[config.mk]
export PLATFORM = sky130hd
export DESIGN_NAME = uart_tx_fifo_reader
export DESIGN_NICKNAME = d
export VERILOG_FILES = /design/src/rtl/uart_tx_fifo_reader_pkg.sv /design/src/rtl/uart_baud_cnt.sv /design/src/rtl/uart_tx_fifo_reader.sv
export SDC_FILE = /design/constraint.sdc
export NUM_CORES = 1
export LEC_CHECK = 0
export CAP_MARGIN = 20
export CORE_UTILIZATION = 25
export CTS_CLUSTER_DIAMETER = 50
export DETAILED_ROUTE_END_ITERATION = 6
export PLACE_DENSITY_LB_ADDON = 0.15
export SLEW_MARGIN = 20
export SYNTH_ARGS = -nofsm -noshare
export SYNTH_HDL_FRONTEND = slang
export SYNTH_SLANG_ARGS = --single-unit
[constraint.sdc]
create_clock -name clk -period 2.3 [get_ports clk]
set_input_delay 0.46 -clock clk [delete_from_list [all_inputs] [get_ports clk]]
set_output_delay 0.46 -clock clk [all_outputs]
set_load 0.03 [all_outputs]
[src/rtl/uart_tx_fifo_reader_pkg.sv]
// Purpose: shared UART constants (bit timing, frame width, FSM encodings) for the TX and RX sides.
// Latency: n/a (definitions only).
// Backpressure: n/a (definitions only).
package uart_tx_fifo_reader_pkg;

    // Bit timing: system clock over line rate, truncated to whole cycles (868 at 100 MHz / 115200).
    localparam int UART_CLK_HZ      = 100_000_000;
    localparam int UART_BAUD        = 115_200;
    localparam int CLKS_PER_BIT_DEF = UART_CLK_HZ / UART_BAUD;

    // Data bits per frame; the TX FIFO entry width matches this.
    localparam int WIDTH_DEF = 8;

    // Serialiser state encodings, shared with the receiver.
    localparam logic [1:0] ST_IDLE_ENC  = 2'd0;
    localparam logic [1:0] ST_START_ENC = 2'd1;
    localparam logic [1:0] ST_DATA_ENC  = 2'd2;
    localparam logic [1:0] ST_STOP_ENC  = 2'd3;

    typedef enum logic [1:0] {
        ST_IDLE  = ST_IDLE_ENC,
        ST_START = ST_START_ENC,
        ST_DATA  = ST_DATA_ENC,
        ST_STOP  = ST_STOP_ENC
    } uart_state_e;

endpackage

[src/rtl/uart_baud_cnt.sv]
// Purpose: free-running 0..CLKS_PER_BIT-1 bit-period counter with synchronous clear and tick.
// Latency: tick is combinational from the count; a clear takes effect on the next edge.
// Backpressure: none; the counter always runs unless cleared.
module uart_baud_cnt
    import uart_tx_fifo_reader_pkg::*;
#(
    parameter int CLKS_PER_BIT = CLKS_PER_BIT_DEF
) (
    input  logic clk,
    input  logic rst_n,
    input  logic clr,
    output logic tick
);

    localparam int              CW   = (CLKS_PER_BIT > 1) ? $clog2(CLKS_PER_BIT) : 1;
    localparam logic [CW-1:0]   LAST = CW'(CLKS_PER_BIT - 1);

    logic [CW-1:0] cnt_q;
    logic [CW-1:0] cnt_d;

    assign tick = (cnt_q == LAST);

    // Next count: clear wins, wrap at the end of a bit period, otherwise advance.
    always_comb begin
        cnt_d = cnt_q + 1'b1;
        if (clr || tick) begin
            cnt_d = '0;
        end
    end

    // Count register.
    always_ff @(posedge clk or negedge rst_n) begin
        if (!rst_n) begin
            cnt_q <= '0;
        end else begin
            cnt_q <= cnt_d;
        end
    end

endmodule

[src/rtl/uart_tx_fifo_reader.sv]
// Purpose: pops bytes from a show-ahead TX FIFO and serialises them as 8N1/8N2 frames on tx.
// Latency: tx falls on the edge that ends the pop cycle; a frame is (1+WIDTH+STOP_BITS)*CLKS_PER_BIT cycles.
// Backpressure: the FIFO is popped only when the line is free (idle, or the last stop-bit cycle), one byte per frame.
module uart_tx_fifo_reader
    import uart_tx_fifo_reader_pkg::*;
#(
    parameter int CLKS_PER_BIT = CLKS_PER_BIT_DEF,
    parameter int STOP_BITS    = 1,
    parameter int WIDTH        = WIDTH_DEF
) (
    input  logic             clk,
    input  logic             rst_n,
    input  logic [WIDTH-1:0] fifo_rdata,
    input  logic             fifo_empty,
    output logic             fifo_ren,
    output logic             tx,
    output logic             busy
);

    localparam int            BW       = (WIDTH > 1) ? $clog2(WIDTH) : 1;
    localparam logic [BW-1:0] LAST_BIT = BW'(WIDTH - 1);

    uart_state_e      state_q, state_d;
    logic             tx_q, tx_d;
    logic             busy_q, busy_d;
    logic [WIDTH-1:0] shift_q, shift_d;
    logic [BW-1:0]    bit_idx_q, bit_idx_d;
    logic             stop_idx_q, stop_idx_d;

    logic tick;
    logic clr;
    logic last_stop;
    logic pop;

    // The second stop bit (STOP_BITS=2) is the one with stop_idx set; with one stop bit index 0 is last.
    assign last_stop = (stop_idx_q == 1'(STOP_BITS - 1));

    // Pop only when the line is free; gated by reset so nothing is consumed while held in reset.
    assign pop = rst_n & ~fifo_empty &
                 ((state_q == ST_IDLE) | ((state_q == ST_STOP) & tick & last_stop));

    assign fifo_ren = pop;
    assign tx       = tx_q;
    assign busy     = busy_q;

    // Bit-period timer restarts on every state change and is parked at zero while idle.
    assign clr = (state_d != state_q) | (state_q == ST_IDLE);

    uart_baud_cnt #(
        .CLKS_PER_BIT (CLKS_PER_BIT)
    ) u_baud_cnt (
        .clk   (clk),
        .rst_n (rst_n),
        .clr   (clr),
        .tick  (tick)
    );

    // Frame sequencing: next state, next line level and shift/index updates.
    always_comb begin
        state_d    = state_q;
        tx_d       = tx_q;
        busy_d     = busy_q;
        shift_d    = shift_q;
        bit_idx_d  = bit_idx_q;
        stop_idx_d = stop_idx_q;

        case (state_q)
            ST_IDLE: begin
                tx_d   = 1'b1;
                busy_d = 1'b0;
                if (pop) begin
                    shift_d = fifo_rdata;
                    tx_d    = 1'b0;
                    state_d = ST_START;
                    busy_d  = 1'b1;
                end
            end
            ST_START: begin
                if (tick) begin
                    tx_d      = shift_q[0];
                    state_d   = ST_DATA;
                    bit_idx_d = '0;
                end
            end
            ST_DATA: begin
                if (tick) begin
                    if (bit_idx_q == LAST_BIT) begin
                        tx_d       = 1'b1;
                        state_d    = ST_STOP;
                        stop_idx_d = 1'b0;
                    end else begin
                        shift_d   = shift_q >> 1;
                        bit_idx_d = bit_idx_q + 1'b1;
                        tx_d      = shift_q[1];
                    end
                end
            end
            ST_STOP: begin
                if (tick) begin
                    if (last_stop) begin
                        if (pop) begin
                            // Next byte already waiting: start bit follows with no idle gap.
                            shift_d = fifo_rdata;
                            tx_d    = 1'b0;
                            state_d = ST_START;
                            busy_d  = 1'b1;
                        end else begin
                            state_d = ST_IDLE;
                            busy_d  = 1'b0;
                        end
                    end else begin
                        stop_idx_d = stop_idx_q + 1'b1;
                    end
                end
            end
            default: begin
                state_d = ST_IDLE;
                tx_d    = 1'b1;
                busy_d  = 1'b0;
            end
        endcase
    end

    // State and datapath registers; reset drops the in-flight byte and returns the line high.
    always_ff @(posedge clk or negedge rst_n) begin
        if (!rst_n) begin
            state_q    <= ST_IDLE;
            tx_q       <= 1'b1;
            busy_q     <= 1'b0;
            shift_q    <= '0;
            bit_idx_q  <= '0;
            stop_idx_q <= 1'b0;
        end else begin
            state_q    <= state_d;
            tx_q       <= tx_d;
            busy_q     <= busy_d;
            shift_q    <= shift_d;
            bit_idx_q  <= bit_idx_d;
            stop_idx_q <= stop_idx_d;
        end
    end

endmodule
==> impl_metrics.json <==
{
  "synth_cell_types": 38,
  "ioPinCount": 14,
  "synth_area_um2": 1390,
  "grt_max_degree": 20,
  "grt_pass1_wl_um": 4940,
  "clk_latency_ns": 0.27,
  "grt_remaining_overflow": 0,
  "via_per_inst": 4.45,
  "cp_max_fo": 8,
  "die-area_um2": 5840,
  "fp.dieH_um": 76.4,
  "ctsHoldBuffers": 0,
  "yosysWarnings": 0,
  "hold_class": "reg2reg",
  "cts_buffer_depth": 2,
  "slew_headroom_pct": 57.5,
  "die_x_um": 76.4,
  "num_vias": 961,
  "io_buffers": 13,
  "drtAntennaViolNets": 0,
  "syn_inst": 130,
  "finalSetupTns_ns": 0,
  "period_share_pct": 94.6,
  "cts_buffers": 3,
  "cts.htree.levels": 1,
  "fin_nets": 161,
  "wl_per_cell_um": 12.0,
  "worst_pin_slew_ns": 0.634,
  "rows": 26,
  "start_util_pct": 26.6,
  "area_growth_pct": 20.2,
  "insertedDiodeCount": 0,
  "grt_pass1_vias": 1040,
  "holdPathStages": 1,
  "finalPower_w": 0.00129,
  "post-dp-hpwl_um": 1870,
  "antenna_found_initial": 0,
  "drc": 0,
  "cts.clk_slew.worst_paths_ns": 0.08,
  "groute.usage.overall_pct": 10.2,
  "drt_iter0_drc": 62,
  "core_um2": 5200,
  "cts_setup_buffers": 0,
  "powerDensity_nw_per_um2": 774,
  "cts-resized-gates": 1,
  "power_leakage_nw": 0.681,
  "dr.pass1.iters": 4,
  "crit_type": "reg2out",
  "ys_seq_elements": 25,
  "totalWireLength_um": 2590,
  "synthesis.nets": 144,
  "ys_seq_area_share_pct": 45.3,
  "cts_root_buf": "clkbuf_8",
  "final_common_cell": "dfrtp_1",
  "reg2reg_depth": 6,
  "max_cap_violations": 0,
  "final_layout_size_suffix_gt1_share_pct": 19.9,
  "final-hold-violation-count": 0,
  "tritoncts": "done",
  "worstSetupStartpointType": "flip-flop",
  "synth.avg_cell_area_um2": 10.7,
  "fin_crit_ns": 2.18,
  "rsz0062_at_grt": "no",
  "slew_violations": 0,
  "setup_viol": 0,
  "crit_path_end_kind": "primary output",
  "cp.arrival_ns": 1.72,
  "status": "finished, final reports clean",
  "place.gp.congestion": 0.743,
  "fmax_mhz": 459,
  "final_cell_mix": "dfrtp_1, nor2_1, clkdlybuf4s50_1",
  "ir_worst_vdd_uv": 333,
  "required_ns": 1.84,
  "finalClockSkew_ns": 0.0113,
  "cts.sinks": 25
}
area by class of cell:
class                   instances  area, um2
inverters                       4       15.0
repair buffers                 18        178
multi-input cells              95        713
flip-flops and latches         25        627
well taps                      70       87.6
clock buffers                   4       45.0
fillers                       551       3540
registers in the layout, indices dropped and copies added (netlist names):
signal            cells
busy                  1
shift_q               8
state_q               2
tx                    1
u_baud_cnt.cnt_q     10
bit_idx_q             3
kinds of logic after synthesis:
kind of cell    synth area share (%)
flops                           45.3
simple gates                    20.0
compound gates                  10.4
xor+xnor                        5.69
mux                             12.1
buf+inv                         3.88
fa+ha+maj                       2.71
metrics by stage:
| stage | cell area, um2 | utilization, % | hold WS [ns] | worst slack (ns) | instances |
|---|---|---|---|---|---|
| after detailed placement | 1610 | 31.0 | 0.484 | 0.125 | 212 |
| after global routing | 1670 | 32.0 | 0.536 | 0.0251 | 216 |
| final | 1670 | 32.0 | 0.504 | 0.123 | 216 |
| after global placement | 1610 | 31.0 | 0.478 | 0.140 | 212 |
| after floorplan | 1390 | - | 0.164 | 0.477 | 130 |
| after CTS | 1660 | 31.9 | 0.496 | 0.0140 | 216 |
metal layers:
metal / share of wire (%) / vias up / global-route usage (%) / wire (um)
met5: 0 / - / 0 / 0
met4: 0.43 / 0 / 1.73 / 11
met3: 3.4 / 2 / 2.51 / 89
met2: 44 / 16 / 16.2 / 1130
met1: 52 / 456 / 14.2 / 1350
li1: - / 487 / - / -
cells in the mapped netlist, drive strengths merged:
cell type	n	area share, %
a21o	1	0.63
a21oi	2	0.72
a221o	4	2.9
a2bb2oi	1	0.63
a311oi	1	0.63
a31o	2	1.3
and2	5	2.3
and3b	1	0.63
buf	4	2.3
clkbuf	2	0.54
dfrtp	24	43
dfstp	1	1.9
ha	3	2.7
inv	4	1.1
mux2	12	11
mux2i	1	0.72
nand2	7	1.9
nand2b	3	1.4
nand3	4	1.4
nand3b	2	1.1
nand4	2	0.90
nor2	17	4.6
nor2b	1	0.45
nor3	3	1.4
nor3b	3	1.6
nor4	1	0.45
nor4bb	1	1.8
o21ai	7	2.5
o22ai	1	0.45
o2bb2ai	1	0.63
xnor2	7	4.4
xor2	2	1.3
path summary, 6_finish.rpt:
path	slack, ns	from	endpoint
max in group asynchronous	1.42	rst_n	tx$_DFFE_PN1P_
worst max register to register	0.42	u_baud_cnt.cnt_q[0]$_DFF_PN0_	shift_q[4]$_DFFE_PN0P_
worst min register to register	0.50	u_baud_cnt.cnt_q[0]$_DFF_PN0_	u_baud_cnt.cnt_q[0]$_DFF_PN0_
worst max-delay path	0.12	u_baud_cnt.cnt_q[0]$_DFF_PN0_	fifo_ren
worst min-delay path	0.50	u_baud_cnt.cnt_q[0]$_DFF_PN0_	u_baud_cnt.cnt_q[0]$_DFF_PN0_
min in group asynchronous	0.58	rst_n	bit_idx_q[2]$_DFFE_PN0P_
where the power goes:
group          total [W]  internal (W)  switching (W)
combinational   0.000348      0.000203       0.000145
clock           0.000262      0.000124       0.000138
sequential      0.000678      0.000567       0.000111
worst max-delay path, stage by stage, from the launching register on:
cell and delay (ns):
dfrtp_1 0.42, ha_2 0.22, nor3b_2 0.16, and3b_2 0.27
a21o_2 0.22, buf_4 0.16
(Power assumes the default switching activity.)
==> RTL change 1 (same flow settings) <==
The package constant `UART_BAUD` goes from 115_200 to 460_800.
--- a/src/rtl/uart_tx_fifo_reader_pkg.sv
+++ b/src/rtl/uart_tx_fifo_reader_pkg.sv
@@ -7,3 +7,3 @@
     localparam int UART_CLK_HZ      = 100_000_000;
-    localparam int UART_BAUD        = 115_200;
+    localparam int UART_BAUD        = 460_800;
     localparam int CLKS_PER_BIT_DEF = UART_CLK_HZ / UART_BAUD;
Function: no difference found for any inputs over 10 cycles, from zero or initial values and one cycle with rst_n low; that may be too few to reach the edited logic, so the function may still have changed.
==> RTL change 1 against the unedited design <==
Utilization shrank 0.48 points; sequential power is 9.7% lower; count of clock-buffer cells in the layout decreased by 1; routed wire length increased by 5.0%; clock power is 3% lower; power fell by 11%; first-iteration DRC count stayed put; sequential cell count down 2; critical path depth is 2 higher; via count fell by 1.1%; worst setup slack better by 0.052 ns; non-clock buffer count increased by 2; design area decreased by 1.5%; critical endpoint unchanged; synthesized area down 1.1%.
==> RTL change 1: results <==
[synthesis]
yosys_warnings = 0
synthTopCellsByArea = "dfrtp_1 (40%), mux2_4 (8.8%), mux2_2 (5.8%)"
synth-main-ff-cell = "dfrtp_1"
synthArstFlopShare_pct = 100
syn_nets = 137
yosys.cell_types.count = 39
synth-seq-area-share_pct = 42.1
syn_inst = 122
synthTopCellsByCount = "dfrtp_1 (22), nor2_1 (11), mux2_4 (8)"

[power]
leakagePower_nw = 0.726
irDropWorstVdd_uv = 209

[critical_path]
crit_slowest_cell = "dfrtp_1"
arrival_ns = 1.66
cpLargestDelayFamily = "simple AND/OR/NAND/NOR gates"
max_stage_delay_ns = 0.42
crit_fanout = 5

[clocking]
cts_root_buf = "clkbuf_8"
cts.path.max_buffers = 2
cts-buffers-inserted = 3
clkTransAtPathRegs_ns = 0.08
clkLatencyLatePin_ns = 0.26

[placement]
dpl.cell_count = 204
portBuffers = 13
dp_hpwl_um = 1990
gp_congestion = 0.673

[detailed_routing]
drt_iter0_markers = 62
routed_wl_um = 2720
drtPass1Iterations = 4
vias = 950

[grt]
grt_pass1_wl_um = 4680
grtUsageTotal_pct = 10.1
grt_pass1_vias = 955
antenna_found_initial = 0
grt_max_degree = 24

[layout]
layout.cells.non_filler = 209
nets = 155
diodes = 0
top_regs = "shift_q (8), u_baud_cnt.cnt_q (8), bit_idx_q (3)"
drive_gt1_share_pct = 25.2

[timing]
max_slew_margin_pct = 65.0
skew_ns = 0.00290

[worst_hold_path]
hold_class = "reg -> reg"

[run_status]
status = "finished, final reports clean"
RTL change 1: cell types whose count changed in the layout (fill, tap and decap cells not counted), moves of 3 or more:
cell     delta
buf_4       +3
a221o_1     -4
a21oi_1     +5
xnor2_1     -4
nor2_1      -6
or3_1       +3
and2_1      -5
RTL change 1: kinds of logic (layout without fill, tap and decap cells):
kind of cell | after synthesis | after routing | synth area share, %
AND/OR/NAND/NOR | 39 | 39 | 18.4
flip-flops | 23 | 23 | 42.1
adder cells (fa/ha/maj) | 4 | 4 | 3.65
XOR/XNOR | 5 | 5 | 3.20
AO/OA/AOI/OAI | 25 | 25 | 13.2
multiplexers | 16 | 16 | 15.3
buffers and inverters | 10 | 27 | 4.20
RTL change 1: path summary, 6_finish.rpt:
check,startpoint,end,slack (ns),cells after the start
hold / removal,u_baud_cnt.cnt_q[0]$_DFF_PN0_,u_baud_cnt.cnt_q[0]$_DFF_PN0_,0.51,1
setup reg to reg,bit_idx_q[0]$_DFFE_PN0P_,shift_q[6]$_DFFE_PN0P_,0.41,5
min in group asynchronous,rst_n,u_baud_cnt.cnt_q[2]$_DFF_PN0_,0.75,3
hold reg to reg,u_baud_cnt.cnt_q[0]$_DFF_PN0_,u_baud_cnt.cnt_q[0]$_DFF_PN0_,0.51,1
max in group asynchronous,rst_n,tx$_DFFE_PN1P_,1.27,3
setup / recovery,u_baud_cnt.cnt_q[0]$_DFF_PN0_,fifo_ren,0.18,7
RTL change 1: repair_timing:
action | CTS | global route
setup buffers | 1 | 0
resized for setup | 0 | 1
endpoints found under the setup margin | 1 | 1
pin swaps | 1 | 1
RTL change 1: worst reg2reg max path: stages (launching register included):
cell and delay [ns]:
dfrtp_1 0.41, ha_1 0.20, ha_1 0.25, mux2_4 0.29, o21ba_4 0.32, mux2_4 0.32
RTL change 1: stage by stage:
stage                     hold slack, ns  total power, mW  cell area [um2]  setup slack (ns)
after floorplan                    0.164            0.802             1370             0.306
after global placement             0.494            0.882             1580             0.158
after detailed placement           0.492            0.898             1580             0.171
after CTS                          0.517             1.16             1640            0.0305
after global routing               0.538             1.23             1640            0.0233
final                              0.513             1.14             1640             0.175
RTL change 1: power breakdown:
group	total (mW)	switching (mW)	internal, mW
logic	0.276	0.130	0.146
registers	0.612	0.115	0.497
clock network	0.255	0.134	0.121
RTL change 1: final cells by class:
cell class / instances / area [um2]
flip-flops and latches: 23 / 577
well taps: 70 / 87.6
inverters: 3 / 11.3
clock buffers: 3 / 41.3
clock inverters: 1 / 5.00
multi-input cells: 89 / 738
fillers: 558 / 3560
repair buffers: 20 / 180
RTL change 1: per-layer routing:
layer / GRT usage (%) / part of all wire, %
met1: 13.6 / 50
met2: 16.2 / 47
met3: 2.04 / 2.6
met4: 3.46 / 0.96
met5: 0 / 0
==> RTL change 2 (same flow settings) <==
Made on the original files. Put one more register stage on the output `tx`, cleared by the reset. The value now appears one clock later. The other outputs are not delayed to match. Comments in the files are not updated.
--- a/src/rtl/uart_tx_fifo_reader.sv
+++ b/src/rtl/uart_tx_fifo_reader.sv
@@ -42,3 +42,9 @@
     assign fifo_ren = pop;
-    assign tx       = tx_q;
+    always_ff @(posedge clk or negedge rst_n) begin
+        if (!rst_n) begin
+            tx <= '0;
+        end else begin
+            tx <= tx_q;
+        end
+    end
     assign busy     = busy_q;
Formal check against the unedited RTL: not equivalent (Yosys sat finds a counterexample within 4 cycles, from zero or initial values and one cycle with rst_n low).
==> RTL change 2 against the unedited design <==
Worst setup slack better by 0.0095 ns; design area is 4.7% higher; power up 9.9%; sequential cell count grew 1; routed wire length up 15%; worst hold slack got worse by 0.075 ns; synthesized area up 5.1%; first-iteration DRC count shrank 35%; critical path type unchanged; critical endpoint unchanged; largest power group unchanged; highest routed layer unchanged.
==> RTL change 2: results <==
[synthesis]
yosys.cell_types.count = 41
yosys.area_share.xor_xnor_pct = 5.42
muxShareOfSynthArea_pct = 11.5
yosys_warnings = 0
syn_inst = 138
synth_compound_area_share_pct = 12.0
synthTopCellsByArea = "dfrtp_1 (43%), mux2_4 (6.2%), nor2_1 (4.9%)"
syn_nets = 152
synth-seq-area-share_pct = 44.8
synthTopCellsByCount = "dfrtp_1 (25), nor2_1 (19), nand2_1 (8), a21oi_1 (7), xnor2_1 (7)"
synth-adder-area-share_pct = 2.58

[power]
comb_power_share_pct = 28.0
leakagePower_nw = 0.726
pg_seq_mw = 0.717
irDropWorstVdd_uv = 338
switchingPower_mw = 0.438

[grt]
grtUsageTotal_pct = 10.7
grt_pass1_wl_um = 5130
grt_pass1_vias = 1088
grt_max_degree = 22

[clocking]
cts_hold_repair.buffers = 0
clkTransAtPathRegs_ns = 0.10
cts-buffers-inserted = 3
cts_root_buf = "clkbuf_8"
cts.path.max_buffers = 2
clkLatencyLatePin_ns = 0.28

[detailed_routing]
vias = 1035
wl_per_cell_um = 13.1
drt_iter0_markers = 40

[placement]
dpl.cell_count = 221
gp_congestion = 0.672
portBuffers = 13

[layout]
layout.cells.non_filler = 227
fillerInstances = 577
nets = 170
diodes = 0
drive_gt1_share_pct = 21.9

[critical_path]
r2r_end = "shift_q[2]$_DFFE_PN0P_"
rr_worst_depth = 5
r2r_start = "bit_idx_q[0]$_DFFE_PN0P_"
crit_fanout = 5
crit_path_end = "fifo_ren"
crit_slowest_cell = "dfrtp_1"
max_stage_delay_ns = 0.48
setup.worst_path.start = "u_baud_cnt.cnt_q[3]$_DFF_PN0_"

[timing]
max_slew_margin_pct = 53.1
skew_ns = 0.0131

[run_status]
status = "finished, final reports clean"
## RTL change 2: cell types whose count changed after synthesis, moves of 2 or more
| cell | before | now |
|---|---|---|
| a21oi_1 | 2 | 7 |
| and2_1 | 5 | 0 |
| a221o_1 | 4 | 1 |
| nor2b_1 | 1 | 4 |
| o2bb2ai_1 | 1 | 4 |
| buf_1 | 1 | 3 |
| nor2_1 | 17 | 19 |
## RTL change 2: metrics by stage
stage	area [um2]	power, mW	hold slack, ns	worst slack (ns)
finish	1740	1.42	0.430	0.133
global route	1740	1.51	0.437	0.0308
CTS	1720	1.39	0.430	0.00755
detailed placement	1660	1.08	0.401	0.0983
global placement	1660	1.06	0.402	0.144
floorplan	1460	0.957	0.164	0.443
## RTL change 2: how the worst min path moves through the flow
stage / startpoint / endpoint / slack (ns) / cells after the start
floorplan: rst_n / bit_idx_q[0]$_DFFE_PN0P_ / 0.16 / 0
global placement: tx_q$_DFFE_PN1P_ / tx$_DFF_PN0_ / 0.40 / 0
detailed placement: tx_q$_DFFE_PN1P_ / tx$_DFF_PN0_ / 0.40 / 0
CTS: tx_q$_DFFE_PN1P_ / tx$_DFF_PN0_ / 0.43 / 0
global route: tx_q$_DFFE_PN1P_ / tx$_DFF_PN0_ / 0.44 / 0
finish: tx_q$_DFFE_PN1P_ / tx$_DFF_PN0_ / 0.43 / 0
## RTL change 2: metal layers
layer  GRT usage [%]  wire length, um  part of all wire (%)  up-vias
met2            17.7             1450                    49       14
met3            3.72              119                   4.0        4
met5               0                0                     0        -
met4            2.22               27                  0.91        0
li1                -                -                     -      514
met1            13.4             1380                    46      503
## RTL change 2: cell type report
type	instances	area share (%)
Sequential cell	26	37.4
Clock buffer	4	3.16
Timing Repair Buffer	20	10.3
Multi-Input combinational cell	100	42.9
Inverter	5	1.08
Tap cell	72	5.17
